<file path="src/rtl/mem_arbiter_if.sv">
// mem_arbiter_if -- bundle of the fetch port, data port and backing-memory
// port that mem_arbiter connects together.
//
// Signals:
//   if_req/if_addr        fetch request and byte address (pipeline -> arbiter)
//   if_rdata/if_ready     fetch read data and one-cycle completion pulse
//   if_stall              fetch stall (if_req & ~if_ready)
//   d_req/d_write/d_addr/d_wdata  data request, store flag, address, store data
//   d_rdata/d_ready       load data and one-cycle completion pulse
//   d_stall               data stall (d_req & ~d_ready)
//   mem_addr/mem_wdata/mem_read/mem_write  backing-memory command
//   mem_rdata             backing-memory read data
//
// Modports:
//   slave  -- the arbiter's view
//   master -- the environment's view (pipeline plus memory model)
interface mem_arbiter_if;
  logic        if_req;
  logic [31:0] if_addr;
  logic [31:0] if_rdata;
  logic        if_ready;
  logic        if_stall;
  logic        d_req;
  logic        d_write;
  logic [31:0] d_addr;
  logic [31:0] d_wdata;
  logic [31:0] d_rdata;
  logic        d_ready;
  logic        d_stall;
  logic [31:0] mem_addr;
  logic [31:0] mem_wdata;
  logic        mem_read;
  logic        mem_write;
  logic [31:0] mem_rdata;

  modport slave (
    input  if_req, if_addr, d_req, d_write, d_addr, d_wdata, mem_rdata,
    output if_rdata, if_ready, if_stall, d_rdata, d_ready, d_stall,
           mem_addr, mem_wdata, mem_read, mem_write
  );

  modport master (
    output if_req, if_addr, d_req, d_write, d_addr, d_wdata, mem_rdata,
    input  if_rdata, if_ready, if_stall, d_rdata, d_ready, d_stall,
           mem_addr, mem_wdata, mem_read, mem_write
  );
endinterface

</file>
<file path="src/rtl/mem_arbiter.sv">
// mem_arbiter -- shares one single-ported backing memory between the
// instruction-fetch port and the data-access port. Each access occupies the
// memory for LATENCY cycles; the requester gets a one-cycle ready pulse in
// the following (idle) cycle, together with the read data.
//
// Parameters:
//   LATENCY  backing-memory cycles per access, 1..15
//
// Ports:
//   clk    rising-edge clock
//   reset  asynchronous, active-high; abandons any in-flight access
//   bus    mem_arbiter_if.slave (fetch port, data port, memory port)
//
// Build option:
//   ARB_FAIR_EN  when defined, a simultaneous fetch/data request is granted to
//                the port opposite to the previous grant; otherwise data wins.
module mem_arbiter #(
  parameter int unsigned LATENCY = 4
) (
  input logic          clk,
  input logic          reset,
  mem_arbiter_if.slave bus
);

  typedef enum logic [1:0] {
    IDLE   = 2'd0,
    BUSY_I = 2'd1,
    BUSY_D = 2'd2
  } state_t;

  localparam logic [3:0] CNT_LOAD = 4'(LATENCY - 1);

  state_t      state;
  state_t      state_next;
  logic [3:0]  count;
  logic        last_grant;   // 1 = fetch, 0 = data
  logic        write_flag;
  logic        if_ready;
  logic        d_ready;
  logic [31:0] if_rdata;
  logic [31:0] d_rdata;
  logic [31:0] mem_addr;
  logic [31:0] mem_wdata;
  logic        mem_read;
  logic        mem_write;

  logic        if_elig;
  logic        d_elig;
  logic        tie_data;
  logic        grant_i;
  logic        grant_d;
  logic        done;

  // A port whose ready is high is finishing the transfer that req belongs to.
  assign if_elig = bus.if_req & ~if_ready;
  assign d_elig  = bus.d_req & ~d_ready;
  assign done    = (state != IDLE) && (count == 4'd0);

`ifdef ARB_FAIR_EN
  // Alternate on ties: the port that was not granted last time wins.
  assign tie_data = last_grant;
`else
  // Data always wins a tie; last_grant is tracked but has no say here.
  assign tie_data = 1'b1 | last_grant;
`endif

  // Next-state and grant decision.
  always_comb begin
    state_next = state;
    grant_i    = 1'b0;
    grant_d    = 1'b0;
    case (state)
      IDLE: begin
        if (d_elig && if_elig) begin
          grant_d = tie_data;
          grant_i = ~tie_data;
        end else if (d_elig) begin
          grant_d = 1'b1;
        end else if (if_elig) begin
          grant_i = 1'b1;
        end else begin
          grant_d = 1'b0;
        end
        if (grant_d) begin
          state_next = BUSY_D;
        end else if (grant_i) begin
          state_next = BUSY_I;
        end else begin
          state_next = IDLE;
        end
      end
      BUSY_I, BUSY_D: begin
        if (count == 4'd0) begin
          state_next = IDLE;
        end else begin
          state_next = state;
        end
      end
      default: state_next = IDLE;
    endcase
  end

  // State register.
  always_ff @(posedge clk or posedge reset) begin
    if (reset) begin
      state <= IDLE;
    end else begin
      state <= state_next;
    end
  end

  // Access latching, latency counter, ready pulses and returned data.
  always_ff @(posedge clk or posedge reset) begin
    if (reset) begin
      count      <= 4'd0;
      last_grant <= 1'b0;
      write_flag <= 1'b0;
      if_ready   <= 1'b0;
      d_ready    <= 1'b0;
      if_rdata   <= 32'd0;
      d_rdata    <= 32'd0;
      mem_addr   <= 32'd0;
      mem_wdata  <= 32'd0;
      mem_read   <= 1'b0;
      mem_write  <= 1'b0;
    end else begin
      if_ready <= 1'b0;
      d_ready  <= 1'b0;
      if (grant_d) begin
        mem_addr   <= bus.d_addr;
        mem_wdata  <= bus.d_wdata;
        write_flag <= bus.d_write;
        mem_read   <= ~bus.d_write;
        mem_write  <= bus.d_write;
        count      <= CNT_LOAD;
        last_grant <= 1'b0;
      end else if (grant_i) begin
        // Fetches never write, so the store data register is left alone.
        mem_addr   <= bus.if_addr;
        write_flag <= 1'b0;
        mem_read   <= 1'b1;
        mem_write  <= 1'b0;
        count      <= CNT_LOAD;
        last_grant <= 1'b1;
      end else if (done) begin
        mem_read  <= 1'b0;
        mem_write <= 1'b0;
        if (state == BUSY_I) begin
          if_ready <= 1'b1;
          if_rdata <= bus.mem_rdata;
        end else begin
          d_ready <= 1'b1;
          if (!write_flag) begin
            d_rdata <= bus.mem_rdata;
          end
        end
      end else if (state != IDLE) begin
        count <= count - 4'd1;
      end
    end
  end

  assign bus.if_ready  = if_ready;
  assign bus.d_ready   = d_ready;
  assign bus.if_rdata  = if_rdata;
  assign bus.d_rdata   = d_rdata;
  assign bus.mem_addr  = mem_addr;
  assign bus.mem_wdata = mem_wdata;
  assign bus.mem_read  = mem_read;
  assign bus.mem_write = mem_write;
  assign bus.if_stall  = bus.if_req & ~if_ready;
  assign bus.d_stall   = bus.d_req & ~d_ready;

endmodule

</file>
<file path="src/flat_wrapper.sv">
// flat-port wrapper written by rule: the top's interface ports become plain ports
module mem_arbiter_flat 
#(
  parameter int unsigned LATENCY = 4
)
  (clk, reset, bus_if_req, bus_if_addr, bus_d_req, bus_d_write, bus_d_addr, bus_d_wdata, bus_mem_rdata, bus_if_rdata, bus_if_ready, bus_if_stall, bus_d_rdata, bus_d_ready, bus_d_stall, bus_mem_addr, bus_mem_wdata, bus_mem_read, bus_mem_write);
  mem_arbiter_if bus_i ();
  input logic clk;
  input logic reset;
  input wire logic [$bits(bus_i.if_req)-1:0] bus_if_req;
  input wire logic [$bits(bus_i.if_addr)-1:0] bus_if_addr;
  input wire logic [$bits(bus_i.d_req)-1:0] bus_d_req;
  input wire logic [$bits(bus_i.d_write)-1:0] bus_d_write;
  input wire logic [$bits(bus_i.d_addr)-1:0] bus_d_addr;
  input wire logic [$bits(bus_i.d_wdata)-1:0] bus_d_wdata;
  input wire logic [$bits(bus_i.mem_rdata)-1:0] bus_mem_rdata;
  output wire logic [$bits(bus_i.if_rdata)-1:0] bus_if_rdata;
  output wire logic [$bits(bus_i.if_ready)-1:0] bus_if_ready;
  output wire logic [$bits(bus_i.if_stall)-1:0] bus_if_stall;
  output wire logic [$bits(bus_i.d_rdata)-1:0] bus_d_rdata;
  output wire logic [$bits(bus_i.d_ready)-1:0] bus_d_ready;
  output wire logic [$bits(bus_i.d_stall)-1:0] bus_d_stall;
  output wire logic [$bits(bus_i.mem_addr)-1:0] bus_mem_addr;
  output wire logic [$bits(bus_i.mem_wdata)-1:0] bus_mem_wdata;
  output wire logic [$bits(bus_i.mem_read)-1:0] bus_mem_read;
  output wire logic [$bits(bus_i.mem_write)-1:0] bus_mem_write;
  assign bus_i.if_req = bus_if_req;
  assign bus_i.if_addr = bus_if_addr;
  assign bus_i.d_req = bus_d_req;
  assign bus_i.d_write = bus_d_write;
  assign bus_i.d_addr = bus_d_addr;
  assign bus_i.d_wdata = bus_d_wdata;
  assign bus_i.mem_rdata = bus_mem_rdata;
  assign bus_if_rdata = bus_i.if_rdata;
  assign bus_if_ready = bus_i.if_ready;
  assign bus_if_stall = bus_i.if_stall;
  assign bus_d_rdata = bus_i.d_rdata;
  assign bus_d_ready = bus_i.d_ready;
  assign bus_d_stall = bus_i.d_stall;
  assign bus_mem_addr = bus_i.mem_addr;
  assign bus_mem_wdata = bus_i.mem_wdata;
  assign bus_mem_read = bus_i.mem_read;
  assign bus_mem_write = bus_i.mem_write;
  mem_arbiter #(.LATENCY(LATENCY)) u_core (.clk(clk), .reset(reset), .bus(bus_i));
endmodule
</file>
<file path="config.mk">
export PLATFORM = sky130hd
export DESIGN_NAME = mem_arbiter_flat
export DESIGN_NICKNAME = d
export VERILOG_FILES = /design/src/rtl/mem_arbiter_if.sv /design/src/rtl/mem_arbiter.sv /design/src/flat_wrapper.sv
export SDC_FILE = /design/constraint.sdc
export NUM_CORES = 1
export LEC_CHECK = 0
export BUFFER_PORTS_ARGS = -buffer_cell sky130_fd_sc_hd__buf_2
export CORE_MARGIN = 2
export CORE_UTILIZATION = 30
export CTS_BUF_LIST = sky130_fd_sc_hd__clkbuf_2
export CTS_CLUSTER_DIAMETER = 100
export DETAILED_ROUTE_END_ITERATION = 7
export PLACE_DENSITY_LB_ADDON = 0.05
export REMOVE_ABC_BUFFERS = 1
export SLEW_MARGIN = 20
export SYNTH_ARGS = -nofsm -noshare
export SYNTH_HDL_FRONTEND = slang
export SYNTH_SLANG_ARGS = --single-unit
</file>
<file path="constraint.sdc">
create_clock -name clk -period 6.5 [get_ports clk]
set_input_delay 1.3 -clock clk [delete_from_list [all_inputs] [get_ports clk]]
set_output_delay 1.3 -clock clk [all_outputs]
set_load 0.01 [all_outputs]
</file>
==> impl_metrics.json, run 1 <==
{
  "routed_via_density": 4.25,
  "powerDensity_nw_per_um2": 467,
  "track_usage_pct": 13.3,
  "cts_buffer_depth": 2,
  "postCtsSetupBuffers": 0,
  "clk_pin_slew_ns": 0.19,
  "fin_skew_ns": 0.0167,
  "ant_nets": 0,
  "setup_viol": 0,
  "postRouteWirelength_um": 13800,
  "power_w": 0.00358,
  "syn_to_final_growth_pct": 31.6,
  "ys_seq_area_share_pct": 59.8,
  "status": "finished clean",
  "cts_tree": "yes",
  "numCtsBuffers": 17,
  "cts_resized": 0,
  "grt_max_degree": 78,
  "io_pins": 267,
  "post-route-min-period_ns": 3.63,
  "power_frac_seq_pct": 42.0,
  "fin_nets": 768,
  "critPathKind": "input port to primary output",
  "tightestPinTransition_ns": 1.02,
  "syn_inst": 361,
  "antenna_found_initial": 0,
  "firstDrtPassIters": 4,
  "worstPathArrival_ns": 2.33,
  "avgSynthCellArea_um2": 16.1,
  "fmax_mhz": 275,
  "tns_ns": 0,
  "ys_ff_latch": 139,
  "start_kind": "input port",
  "diodes": 0,
  "crit_start": "bus_d_req",
  "hold_viol": 0,
  "relSlewSlack_pct": 31.9,
  "io_buffer_count": 266,
  "clkPwrFrac_pct": 15.3,
  "cts_sinks": 139,
  "wl_per_cell_um": 15.3,
  "cap_violations": 0,
  "cts.htree.levels": 4,
  "floorplan.initialDensity_pct": 30.8,
  "first_global_vias": 3977,
  "power.switching_w": 0.00125,
  "drive_above_1_share_pct": 72.4,
  "maxSlewViolCount": 0,
  "hpwl_um": 9760,
  "core_area_um2": 18900,
  "cp.required_ns": 5.20,
  "fp.dieH_um": 143,
  "regToRegSetupSlack_ns": 3.72,
  "synthDistinctLibCells": 31,
  "grt_pass1_wl_um": 20900,
  "fillCellCount": 1844,
  "insertion_delay_ns": 0.67,
  "crit_fanout": 37,
  "synth_area_um2": 5820,
  "power.leakage_nw": 3.81,
  "finalCritPeriodShare_pct": 55.9,
  "cts_root_buffer": "clkbuf_2",
  "ctsHoldBuffers": 0,
  "place.gp.congestion": 0.731,
  "rows": 50,
  "die_w_um": 143,
  "first_iter_violations": 107,
  "swShare_pct": 34.8,
  "ir_drop_mv": 0.180,
  "hp-class": "register to register",
  "vias": 3840,
  "min-delay-start": "u_core.bus.if_rdata[6]",
  "drc": 0,
  "rsz0062_at_grt": "false",
  "grt-ovfl-total": 0,
  "cell_internal_pwr_w": 0.00233,
  "combPwrFrac_pct": 42.7,
  "endpoint_kind": "primary output",
  "r2r_start": "u_core.state[0]",
  "dieArea_um2": 20500,
  "ys_warn_count": 0
}
## per-stage QoR
stage	area, um2	hold WS [ns]	setup slack, ns	cells	util (%)
final	7660	0.528	2.87	904	40.5
after CTS	7640	0.531	2.84	903	40.4
after detailed placement	7380	0.486	2.84	871	39.1
after global placement	7380	0.481	2.90	871	39.1
after floorplan	5690	0.466	1.48	342	-
after global routing	7660	0.545	2.76	904	40.5
## worst max-delay path, stage by stage
cell and delay, ns:
buf_2 0.08, nand2b_1 0.12, inv_2 0.56, buf_2 0.25
## kinds of logic (layout without fill, tap and decap cells)
kind of cell	count (synthesis)	count (layout)	share of synthesized area [%]
and+or+nand+nor	17	17	1.76
DFF	139	139	59.8
muxes	162	162	33.3
buffers and inverters	27	310	2.75
adders and majority gates	4	4	0.860
AOI/OAI and AO/OA	12	12	1.55
## area by class of cell
class                   count  area (um2)  share of cell area (%)
inverters                   8        35.0                   0.458
flip-flops and latches    139        3480                    45.4
repair buffers            270        1370                    17.9
well taps                 260         325                    4.25
multi-input cells         195        2190                    28.6
clock buffers              17        85.1                    1.11
clock inverters            15         173                    2.25
## power groups by stage
stage / Combinational, W / Sequential [W] / Clock (W)
final: 0.00153 / 0.00150 / 0.000546
after global routing: 0.00166 / 0.00157 / 0.000618
after CTS: 0.00156 / 0.00151 / 0.000583
after detailed placement: 0.00156 / 0.00152 / 0
after global placement: 0.00154 / 0.00152 / 0
after floorplan: 0.000711 / 0.00172 / 0
## worst paths after layout
kind / to / cells after the start
min reg2reg: u_core.bus.if_rdata[6] / 1
max reg2reg: u_core.bus.d_rdata[11] / 6
min in group asynchronous: u_core.bus.mem_wdata[16] / 2
min: u_core.bus.if_rdata[6] / 1
max: bus_d_stall / 4
max in group asynchronous: u_core.bus.if_rdata[6] / 3
## cell usage in the layout, fill, tap and decap left out, types with 3 or more instances in the layout
cell	n
buf_2	266
buf_4	3
bufinv_16	3
clkbuf_2	17
clkinvlp_4	4
dfrtp_1	139
ha_1	4
inv_1	6
inv_6	3
mux2_2	131
mux2_4	30
nor3_1	3
o21ai_0	4
## registers in the layout, indices dropped and copies added, names as in the netlist, 2 cells and up
signal,flops
u_core.bus.d_rdata,32
u_core.bus.if_rdata,32
u_core.bus.mem_addr,32
u_core.bus.mem_wdata,32
u_core.count,4
u_core.state,2
## routing by layer
layer	routed length (um)	GRT usage [%]	up-vias
li1	-	-	1826
met4	175	4.08	0
met5	0	0	-
met1	5930	16.3	1839
met2	6220	20.8	165
met3	1470	6.54	10
## synthesized netlist by cell type
library cell / count / area [um2]
mux2_2: 131 / 1480
o31ai_1: 1 / 7.51
ha_1: 4 / 50.1
nand2b_1: 2 / 12.5
mux2i_1: 1 / 10.0
a221o_1: 1 / 10.0
mux2_4: 30 / 450
a32o_1: 1 / 10.0
buf_1: 8 / 30.0
dfrtp_1: 139 / 3480
inv_2: 1 / 3.75
nor3b_1: 2 / 15.0
nor3_1: 3 / 15.0
nor2_1: 2 / 7.51
a32oi_1: 1 / 8.76
a211o_2: 1 / 10.0
or4b_1: 1 / 10.0
clkbuf_1: 5 / 18.8
nor2b_1: 1 / 6.26
buf_12: 3 / 60.1
a22o_1: 1 / 8.76
o21ai_0: 4 / 20.0
o21a_1: 1 / 7.51
a22oi_1: 1 / 7.51
nand3_1: 1 / 5.00
buf_6: 1 / 11.3
inv_1: 7 / 26.3
buf_2: 2 / 10.0
or3_1: 1 / 6.26
nand2_1: 2 / 7.51
nor4b_1: 2 / 17.5
Note: power is estimated with default switching activity, not from simulation.
==> inputs of run 2 (changes only) <==
Clock period 6.5 ns to 3.6 ns, I/O delays scaled along.
==> run 2 against run 1 <==
Register-to-register slack worse by 3.0 ns. Global-route usage about the same. Final cell count increased by 0.11%. Combinational power grew 80%. Routed wire length is 2.2% lower. Clock power is 94% higher. Non-clock buffer count is the same. Die area unchanged. Design area grew 0.21%. Sequential share of layout area fell by 0.096 points. Power increased by 82%.
==> impl_metrics.json, run 2 (synthesized netlist as in run 1, its figures left out) <==
{
  "cp.required_ns": 4.16,
  "cts_buffer_depth": 2,
  "place.gp.congestion": 0.695,
  "drive_above_1_share_pct": 72.5,
  "drc": 0,
  "fp.dieH_um": 143,
  "first_global_vias": 4021,
  "tns_ns": 0,
  "cts_resized": 0,
  "reg2reg_depth": 5,
  "rows": 50,
  "cts_root_buffer": "clkbuf_2",
  "hold_slack_ns": 0.158,
  "place_inst": 872,
  "final_common_cell": "buf_2",
  "endpoint_kind": "register",
  "track_usage_pct": 13.3,
  "final_cell_mix": "buf_2 (266), dfrtp_1 (139), mux2_2 (131)",
  "clk_pin_slew_ns": 0.23,
  "ctsHoldBuffers": 0,
  "status": "finished clean",
  "worstPathArrival_ns": 3.47,
  "core_area_um2": 18900,
  "dieArea_um2": 20500,
  "numCtsBuffers": 17,
  "r2r_start": "u_core.state[0]",
  "io_buffer_count": 266,
  "fin_area_um2": 7670,
  "first_iter_violations": 120,
  "cts_tree": "yes",
  "rsz0062_at_grt": "false",
  "worstReg2RegEnd": "u_core.bus.d_rdata[1]",
  "post-route-min-period_ns": 2.90,
  "tightestPinTransition_ns": 1.07,
  "ir_drop_mv": 0.337,
  "ant_nets": 0,
  "cap_violations": 0,
  "cts.htree.levels": 4,
  "finalNonFillerCells": 905,
  "finalCritPeriodShare_pct": 80.7,
  "fmax_mhz": 344,
  "relSlewSlack_pct": 28.7,
  "powerDensity_nw_per_um2": 850,
  "die_w_um": 143,
  "start_kind": "register",
  "fin_skew_ns": 0.0352,
  "setup_viol": 0,
  "hpwl_um": 9810,
  "placed_area_um2": 7390,
  "wl_per_cell_um": 14.9,
  "postCtsSetupBuffers": 0,
  "power.leakage_nw": 3.83,
  "critPathKind": "register to register",
  "routed_via_density": 4.22,
  "floorplan.initialDensity_pct": 30.8,
  "postRouteWirelength_um": 13500,
  "regToRegSetupSlack_ns": 0.70,
  "antenna_found_initial": 1,
  "syn_to_final_growth_pct": 31.9,
  "io_pins": 267,
  "crit_fanout": 32,
  "crit_start": "u_core.state[0]",
  "vias": 3822,
  "grt-ovfl-total": 0,
  "maxSlewViolCount": 0,
  "cts_sinks": 139,
  "firstDrtPassIters": 4,
  "fin_nets": 768,
  "final_util_pct": 40.6,
  "hp-class": "input port to asynchronous set/reset pin",
  "hold_viol": 0,
  "fillCellCount": 1872,
  "insertion_delay_ns": 0.69,
  "grt_max_degree": 98,
  "grt_pass1_wl_um": 20900
}
## run 2: power breakdown
group	leakage [nW]	total, W	switching (W)	internal [W]
sequential	1.63	0.00272	0.000385	0.00233
combinational	2.03	0.00275	0.00126	0.00149
clock	0.166	0.00106	0.000592	0.000464
total	3.83	0.00652	0.00223	0.00429
## run 2: cell type report
class | count | area, um2 | area share, %
timing repair buffer | 270 | 1360 | 17.7
antenna | 1 | 2.50 | 0.0326
tap | 260 | 325 | 4.24
sequential | 139 | 3480 | 45.3
inverter | 8 | 35.0 | 0.457
clock buffer | 18 | 90.1 | 1.17
multi-input combinational | 195 | 2190 | 28.5
clock inverter | 14 | 194 | 2.53
## run 2: layer usage
metal  part of all wire, %  up-vias  track usage (%)
met2                    47      176             21.2
li1                      -     1822                -
met4                  0.99        0             5.11
met3                    11        8             5.73
met1                    41     1816             16.0
met5                     0        -                0
## run 2: worst max path at each step
stage | endpoint | slack, ns
6_report | u_core.bus.d_rdata[1] | 0.70
5_1_grt | bus_d_stall | 0.51
4_1_cts | bus_d_stall | 0.58
3_5_place_dp | u_core.bus.d_rdata[0] | 0.69
3_3_place_gp | u_core.bus.d_rdata[24] | 0.77
2_1_floorplan | u_core.bus.d_rdata[0] | -0.84
## run 2: per-stage QoR
step / setup slack, ns / power (W)
after global routing: 0.510 / 0.00702
after CTS: 0.582 / 0.00666
after detailed placement: 0.691 / 0.00558
final: 0.696 / 0.00652
after global placement: 0.766 / 0.00554
after floorplan: -0.845 / 0.00440
## run 2: critical path, stage by stage (launching register included)
cell,delay [ns]
dfrtp_1,0.39
inv_1,0.06
ha_1,0.31
or4b_1,0.65
or3_2,0.90
mux2_4,0.45
==> inputs of run 3 (changes only) <==
Clock period 3.6 ns to 2.58 ns, I/O delays scaled along.
==> run 3 against run 2 <==
First-iteration DRC count fell by 33%. Via count is 8.4% higher. Power increased by 37%. Critical path depth shrank 1. Flip-flop and latch count unchanged. Non-clock buffer count rose by 72. Clock skew decreased by 0.0024 ns. Combinational power grew 45%. Routed wire length grew 2.9%.
==> impl_metrics.json, run 3 (synthesized netlist as in run 1, its figures left out) <==
{
  "status": "finished clean",
  "crit_fanout": 34,
  "finalCritPeriodShare_pct": 91.2,
  "firstDrtPassIters": 4,
  "vias": 4144,
  "numCtsBuffers": 17,
  "drive_above_1_share_pct": 66.1,
  "regToRegSetupSlack_ns": 0.26,
  "cts_buffer_depth": 2,
  "fin_ws_ns": 0.226,
  "fp.dieH_um": 143,
  "fmax_mhz": 425,
  "start_kind": "register",
  "core_area_um2": 18900,
  "min_path_cells": 2,
  "critPathKind": "register to primary output",
  "insertion_delay_ns": 0.67,
  "tightestPinTransition_ns": 0.567,
  "powerDensity_nw_per_um2": 1070,
  "grt_pass1_wl_um": 21700,
  "cp_slowest_cell": "dfrtp_1",
  "hp-class": "input port to register",
  "setup_viol": 0,
  "hold_viol": 0,
  "post-route-min-period_ns": 2.35,
  "crit_family": "buffers and inverters",
  "rsz0062_at_grt": "false",
  "cts_tree": "yes",
  "endpoint_kind": "primary output",
  "io_buffer_count": 266,
  "final_common_cell": "buf_2",
  "first_global_vias": 4422,
  "slowest_delay_ns": 0.41,
  "io_pins": 267,
  "fin_nets": 840,
  "r2r_start": "u_core.count[1]",
  "place.gp.congestion": 0.754,
  "die_w_um": 143,
  "dieArea_um2": 20500,
  "track_usage_pct": 13.6,
  "cap_violations": 0,
  "cts_sinks": 139,
  "postRouteWirelength_um": 13900,
  "syn_to_final_growth_pct": 43.8,
  "rows": 50,
  "maxSlewViolCount": 0,
  "drc": 0,
  "final_util_pct": 44.3,
  "grt-ovfl-total": 0,
  "floorplan.initialDensity_pct": 30.8,
  "antenna_found_initial": 0,
  "fin_skew_ns": 0.0328,
  "diodes": 0,
  "postCtsSetupBuffers": 0,
  "ir_drop_mv": 0.422,
  "worstReg2RegEnd": "u_core.bus.d_rdata[11]",
  "ant_nets": 0,
  "place_ws_ns": 0.274,
  "min-delay-start": "bus_mem_rdata[1]",
  "cp.buffers_inverters": 3,
  "hpwl_um": 9970,
  "cp.required_ns": 2.06,
  "clk_pin_slew_ns": 0.20,
  "final_cell_mix": "buf_2 (266), dfrtp_1 (139), mux2_2 (131)",
  "crit_chain": "nand2b_1 > inv_2 > buf_12 > buf_2",
  "cts.htree.levels": 4,
  "first_iter_violations": 80,
  "cts_root_buffer": "clkbuf_2",
  "reg2reg_depth": 6,
  "power.leakage_nw": 4.11,
  "worstPathArrival_ns": 1.84,
  "hold_slack_ns": 0.119,
  "routed_via_density": 4.25,
  "wl_per_cell_um": 14.2,
  "grt_max_degree": 55,
  "relSlewSlack_pct": 61.7,
  "whs_endpoint": "u_core.bus.if_rdata[1]"
}
==> run 3: timing repair <==
item,in CTS,in global routing
gates resized for setup,0,0
hold buffers,65,0
endpoints found under the hold margin,120,0
==> run 3: through the flow <==
stage	std cells	area (um2)	TNS [ns]	power, W
detailed placement	879	7500	0	0.00785
floorplan	342	5690	-248.21	0.00614
global route	976	8360	0	0.00965
CTS	976	8360	0	0.00915
global placement	879	7500	0	0.00779
finish	976	8360	0	0.00896
==> run 3: worst max-delay path by stage <==
| stage | end | depth (start not counted) | slack (ns) | start |
|---|---|---|---|---|
| 2_1_floorplan | u_core.bus.d_rdata[0] | 1 | -1.66 | reset |
| 3_3_place_gp | u_core.bus.if_rdata[7] | 7 | 0.29 | u_core.state[0] |
| 3_5_place_dp | u_core.bus.if_rdata[5] | 7 | 0.27 | u_core.state[0] |
| 4_1_cts | bus_d_stall | 4 | 0.09 | u_core.bus.d_ready |
| 5_1_grt | bus_d_stall | 4 | 0.004 | u_core.bus.d_ready |
| 6_report | bus_d_stall | 4 | 0.23 | u_core.bus.d_ready |
==> run 3: power by group <==
group          leakage (nW)  switching [W]  internal (W)
Sequential             1.63       0.000550       0.00326
Combinational          2.36        0.00178       0.00220
Clock                 0.123       0.000819      0.000353
Total                  4.11        0.00315       0.00581
==> run 3: worst reg2reg max path: cells and delay by family, from the launching register on <==
kind	cells	cell delay (ns)
buffers and inverters	2	0.30
flip-flops	1	0.42
multiplexers	1	0.37
adder cells (fa/ha/maj)	1	0.21
AND/OR/NAND/NOR	2	0.92
==> run 3: per-layer routing <==
metal / wire (um) / up-vias / GRT usage [%]
met5: 0 / - / 0
met4: 210 / 0 / 4.80
met3: 1220 / 17 / 5.43
met2: 6570 / 173 / 22.3
met1: 5880 / 1981 / 16.2
li1: - / 1973 / -
==> run 3: layout make-up <==
class	instances	area [um2]
Clock buffer	18	90.1
Clock inverter	14	121
Fill cell	1807	10500
Inverter	8	35.0
Multi-Input combinational cell	195	2190
Sequential cell	139	3480
Tap cell	260	325
Timing Repair Buffer	342	2130
